## config.mk

```make
export PLATFORM = sky130hd
export DESIGN_NAME = qam_demapper_multi
export DESIGN_NICKNAME = d
export VERILOG_FILES = /design/src/rtl/qam_demapper_multi.sv
export SDC_FILE = /design/constraint.sdc
export NUM_CORES = 1
export LEC_CHECK = 0
export ABC_AREA = 1
export CAP_MARGIN = 20
export CORE_MARGIN = 5
export CORE_UTILIZATION = 55
export DETAILED_ROUTE_END_ITERATION = 16
export PLACE_DENSITY_LB_ADDON = 0.15
export RECOVER_POWER = 25
export SLEW_MARGIN = 20
export SYNTH_ARGS = -nofsm -noshare
export SYNTH_HDL_FRONTEND = slang
export SYNTH_SLANG_ARGS = --single-unit
```

## constraint.sdc

```tcl
create_clock -name Clk -period 8.6 [get_ports Clk]
set_input_delay 0.86 -clock Clk [delete_from_list [all_inputs] [get_ports Clk]]
set_output_delay 0.86 -clock Clk [all_outputs]
set_load 0.005 [all_outputs]
```

## src/rtl/qam_demapper_multi.sv

```systemverilog
// qam_demapper_multi: framed 4/16/64-QAM hard-decision demapper with a gray-coded output and a FWFT FIFO.
module qam_demapper_multi #(
    parameter int DATA_W     = 24,
    parameter int FIFO_DEPTH = 16,
    parameter int FRAME_LEN  = 64
) (
    input  logic              Clk,
    input  logic              Rst,
    input  logic              InValid,
    input  logic [DATA_W-1:0] InRe,
    input  logic [DATA_W-1:0] InIm,
    output logic              InReady,
    input  logic [1:0]        Mode,
    input  logic [DATA_W-1:0] ThreshUnit,
    output logic              OutValid,
    output logic [5:0]        OutData,
    output logic              OutLast,
    input  logic              OutReady,
    output logic              ModeErr
);
    localparam int AW = $clog2(FIFO_DEPTH);
    localparam int CW = $clog2(FRAME_LEN + 1);
    localparam int TW = DATA_W + 4;
    localparam logic IDLE   = 1'b0;
    localparam logic ACTIVE = 1'b1;

    logic              state;
    logic [CW-1:0]     cnt, pos;
    logic [1:0]        mode_l, mode_e, k_e;
    logic [DATA_W-1:0] unit_l, unit_e;
    logic              accept, last_e;

    logic                     in_v, in_last;
    logic signed [DATA_W-1:0] in_re, in_im;
    logic [DATA_W-1:0]        in_unit;
    logic [1:0]               in_k;

    logic signed [TW-1:0] u1, re_x, im_x;
    logic signed [TW-1:0] thr [7];
    logic [6:0]           c_re, c_im;

    logic       s1_v, s1_last, s2_v, s2_last;
    logic [6:0] s1_cre, s1_cim;
    logic [1:0] s1_k;
    logic [2:0] l_re, l_im, top, g_i, g_q;
    logic [5:0] enc, s2_data;

    logic [6:0]    mem [FIFO_DEPTH];
    logic [AW-1:0] wr_ptr, rd_ptr;
    logic [AW:0]   count, free;
    logic [1:0]    occ;
    logic          wr, rd;

    function automatic logic [2:0] level(input logic [6:0] c, input logic [1:0] k);
        logic [2:0] n;
        n = '0;
        for (int j = 0; j < 7; j++)
            if (c[j] && (k == 2'd3 || j == 3 || (k == 2'd2 && j >= 2 && j <= 4)))
                n = n + 3'd1;
        return n;
    endfunction

    function automatic logic [2:0] gray(input logic [2:0] x);
        return x ^ (x >> 1);
    endfunction

    // Mode and unit come straight from the ports on a frame's first sample, from the latch afterwards.
    always_comb begin
        accept = InValid && InReady;
        pos    = state == IDLE ? '0 : cnt;
        last_e = pos == CW'(FRAME_LEN - 1);
        mode_e = state == IDLE ? Mode : mode_l;
        unit_e = state == IDLE ? ThreshUnit : unit_l;
        k_e    = mode_e == 2'd2 ? 2'd3 : mode_e == 2'd1 ? 2'd2 : 2'd1;
    end

    always_ff @(posedge Clk or posedge Rst) begin
        if (Rst) begin
            state   <= IDLE;
            cnt     <= '0;
            mode_l  <= '0;
            unit_l  <= '0;
            ModeErr <= 1'b0;
        end else if (accept) begin
            if (state == IDLE) begin
                mode_l <= Mode;
                unit_l <= ThreshUnit;
                if (Mode == 2'd3) ModeErr <= 1'b1;
            end
            state <= last_e ? IDLE : ACTIVE;
            cnt   <= last_e ? '0 : pos + CW'(1);
        end
    end

    always_comb begin
        u1     = $signed({4'b0, in_unit});
        re_x   = {{4{in_re[DATA_W-1]}}, in_re};
        im_x   = {{4{in_im[DATA_W-1]}}, in_im};
        thr[3] = '0;
        thr[4] = u1 <<< 1;
        thr[5] = u1 <<< 2;
        thr[6] = thr[4] + thr[5];
        thr[2] = -thr[4];
        thr[1] = -thr[5];
        thr[0] = -thr[6];
        for (int j = 0; j < 7; j++) begin
            c_re[j] = re_x >= thr[j];
            c_im[j] = im_x >= thr[j];
        end
    end

    always_comb begin
        l_re = level(s1_cre, s1_k);
        l_im = level(s1_cim, s1_k);
        top  = (3'd1 << s1_k) - 3'd1;
        g_i  = gray(l_re);
        g_q  = gray(top - l_im);
        enc  = s1_k == 2'd3 ? {g_i, g_q} :
               s1_k == 2'd2 ? {2'b0, g_i[1:0], g_q[1:0]} : {4'b0, g_i[0], g_q[0]};
    end

    always_ff @(posedge Clk or posedge Rst) begin
        if (Rst) begin
            in_v    <= 1'b0;
            in_last <= 1'b0;
            in_re   <= '0;
            in_im   <= '0;
            in_unit <= '0;
            in_k    <= 2'd1;
            s1_v    <= 1'b0;
            s1_last <= 1'b0;
            s1_cre  <= '0;
            s1_cim  <= '0;
            s1_k    <= 2'd1;
            s2_v    <= 1'b0;
            s2_last <= 1'b0;
            s2_data <= '0;
        end else begin
            in_v    <= accept;
            in_last <= last_e;
            in_re   <= InRe;
            in_im   <= InIm;
            in_unit <= unit_e;
            in_k    <= k_e;
            s1_v    <= in_v;
            s1_last <= in_last;
            s1_cre  <= c_re;
            s1_cim  <= c_im;
            s1_k    <= in_k;
            s2_v    <= s1_v;
            s2_last <= s1_last;
            s2_data <= enc;
        end
    end

    // Admission reserves a FIFO slot for every symbol still in the pipeline.
    always_comb begin
        wr       = s2_v;
        rd       = OutValid && OutReady;
        OutValid = count != '0;
        {OutLast, OutData} = OutValid ? mem[rd_ptr] : 7'd0;
        free     = (AW+1)'(FIFO_DEPTH) - count;
        occ      = 2'(in_v) + 2'(s1_v) + 2'(s2_v);
        InReady  = !Rst && free > (AW+1)'(occ);
    end

    always_ff @(posedge Clk)
        if (wr) mem[wr_ptr] <= {s2_last, s2_data};

    always_ff @(posedge Clk or posedge Rst) begin
        if (Rst) begin
            wr_ptr <= '0;
            rd_ptr <= '0;
            count  <= '0;
        end else begin
            if (wr) wr_ptr <= wr_ptr + AW'(1);
            if (rd) rd_ptr <= rd_ptr + AW'(1);
            count <= wr && !rd ? count + (AW+1)'(1) : rd && !wr ? count - (AW+1)'(1) : count;
        end
    end
endmodule

```

==> results.cfg <==
[routing]
routed_wl_microns = 57600
firstDrtPassIters = 5
num_vias = 16654
ant_nets = 0
wl_per_cell_microns = 19.9
drcViolationCount = 0
via_per_inst = 5.77
drt-initial-drc-count = 1253

[timing]
skew_ps = 19.2
period_share_pct = 60.7
drv_slew = 25
finalSetupViolCount = 0
worstMarginPinSlew_ps = 1520
fmax_mhz = 192
maxSlewHeadroom_pct = -1.43
fin_crit_ps = 5220
finalSetupTns_ps = 0
final-hold-violation-count = 0
rsz0062_at_grt = false

[final_layout]
multi_input_area_sq_um = 11500
seqCellArea_sq_um = 7120
fin_nets = 2844
drive_gt1_share_pct = 4.54
final_area_sq_um = 22100
n_fill_cell = 3115
final_cells = 2887
synthToLayoutAreaGrowth_pct = 11.7

[setup_path]
critPathRequiredTime_ps = 9080
crit_path_start_kind = register
crit_path_max_incr_delay_ps = 590
cpMostUsedCell = nand2_1
worstReg2RegStart = s1_k[1]
slowest_stage = dfrtp_1
timing.rr.end = s2_data[1]
cp_max_fo = 14
reg2reg_slack_ps = 3380
arrival_ps = 5700
reg2reg_depth = 25
critPathCaptureType = register
worstSetupPathType = register to register

[placed_design]
placed_cell_area_sq_um = 21200
dp_hpwl_microns = 45400
numPortBuffers = 87
place_inst = 2834
place.gp.congestion = 0.976

[power_and_ir_drop]
p_total_w = 0.00953
vdd_drop_max_mv = 0.337
power.leakage_nw = 10.5
power.density_nw_per_um2 = 431

[clock_tree]
cts_buffers = 28
post_cts_resized = 0
cts-hold-fix-buffers = 0
clk_path_buf_depth = 3
path_clk_slew_ps = 60
cts_setup_buffers = 0
clock_sinks = 262
htree_levels = 1
cts_tree = done
clock_latency_ps = 580
cts-root-buf = clkbuf_16

[run_status]
outcome = finished, violations left
violations = capacitance limit, slew limit

[global_routing]
grt_util_met2_pct = 47.2
groute.usage.overall_pct = 28.9
grt_use_met1_pct = 40.3
antenna_found_initial = 1
grt_pass1_vias = 16178
grt_first_pass_wirelength_microns = 89700
grt-ovfl-total = 0
use_met3_pct = 3.94
top_usage_layer = met2
grt_max_degree = 63

[logic_synthesis]
synth_seq_cells = 262
ys.warnings.count = 0
synth_nets = 2758
syn_area_per_cell_sq_um = 8.55
ys_seq_area_share_pct = 35.9
yosysUniqueCellTypes = 52
synth_edf_count = 112
synth.area.top_cells = ha_1, dfrtp_1, edfxtp_1
synth_area_sq_um = 19800
yosys_most_used_dff = dfrtp_1
yosysMostFrequentCell = nand2_1
synthArstFlopShare_pct = 57.3
yosysTopAreaCellShare_pct = 22.7
synth_area_leader_cell = ha_1
synth_top_cells_by_count = nand2_1, ha_1, inv_1
synth_cells = 2317

[min_path]
worstHoldStart = in_k[1]
min_path_cells = 0
hold_class = register to register
hold_path_end = s1_k[1]

[floorplan]
dieWidth_microns = 200
pin_count = 88
dieHeight_microns = 200
die-area_sq_um = 39900
num_rows = 69
core-area_sq_um = 35600
initial_utilization_pct = 55.7

[flow_run]
cap_violations = 2
## layer usage
layer,up-vias,routed length [microns]
met1,7895,25800
met5,-,0
li1,8155,-
met3,111,3360
met4,0,1890
met2,493,26500
## logic make-up after synthesis
| group | Yosys count | share of synthesized area, % |
|---|---|---|
| adder cells (fa/ha/maj) | 363 | 23.1 |
| AO/OA/AOI/OAI | 452 | 13.0 |
| buffers and inverters | 307 | 5.82 |
| AND/OR/NAND/NOR | 856 | 18.8 |
| flip-flops | 262 | 35.9 |
| XOR/XNOR | 77 | 3.40 |
## sequential cells by signal (all words and copies together) (netlist names), 4 cells and up
| signal | count |
|---|---|
| cnt | 7 |
| in_im | 24 |
| s1_cre | 7 |
| wr_ptr | 4 |
| s1_cim | 7 |
| in_unit | 24 |
| unit_l | 24 |
| in_re | 24 |
| mem | 112 |
| count | 5 |
| s2_data | 6 |
| rd_ptr | 4 |
## cells in the final DEF, fill, tap and decap left out, types with 11 or more instances in the layout
cell	synthesis	layout
a211oi_1	14	14
a21oi_1	152	152
clkbuf_16	0	31
clkdlybuf4s50_1	0	38
dfrtp_1	148	148
dlygate4sd3_1	0	49
edfxtp_1	112	112
ha_1	359	359
inv_1	258	256
inv_2	10	11
nand2_1	458	458
nand2_2	16	16
nand3_1	92	92
nand4_1	43	43
nor2_1	170	170
nor2_2	11	11
nor3_1	30	30
o211ai_1	21	21
o21a_1	11	11
o21ai_0	183	183
o221ai_1	17	17
o22ai_1	17	17
xnor2_1	14	14
xor2_1	63	63
## power by group
group          total (W)  switching (W)  internal [W]
clock            0.00122       0.000500      0.000716
combinational    0.00642        0.00419       0.00223
sequential       0.00189       0.000290       0.00160
total            0.00953        0.00498       0.00455
## worst max-delay path, delay by kind of cell (launching register included)
family	cells	cell delay [ps]
compound gates	3	410
xor+xnor	4	750
fa+ha+maj	6	1870
buf+inv	2	390
flops	1	590
simple gates	10	1120
## how the worst max path moves through the flow
| stage | endpoint | start | slack [ps] |
|---|---|---|---|
| after global routing | s2_data[1] | s1_k[1] | 2870 |
| after CTS | s2_data[1] | s1_k[1] | 3370 |
| final | s2_data[1] | s1_k[1] | 3380 |
| after global placement | s2_data[1] | s1_k[1] | 3550 |
| after detailed placement | s2_data[1] | s1_k[1] | 3390 |
| after floorplan | unit_l[0] | Rst | 3060 |
## cell type report
class                      count  area share, %
antenna                        1         0.0113
clock buffer                  42           3.83
clock inverter                10          0.486
inverter                     269           4.57
multi-input combinational   1748           52.2
sequential                   262           32.2
tap                          461           2.61
timing repair buffer          94           4.16
## through the flow
stage	hold WS (ps)	setup WS, ps	util, %
global route	359	2870	62.2
global placement	333	3550	59.5
floorplan	331	3060	-
detailed placement	335	3390	59.5
finish	347	3380	62.2
CTS	348	3370	62.2
No activity file was read; power rests on OpenSTA's default activity.
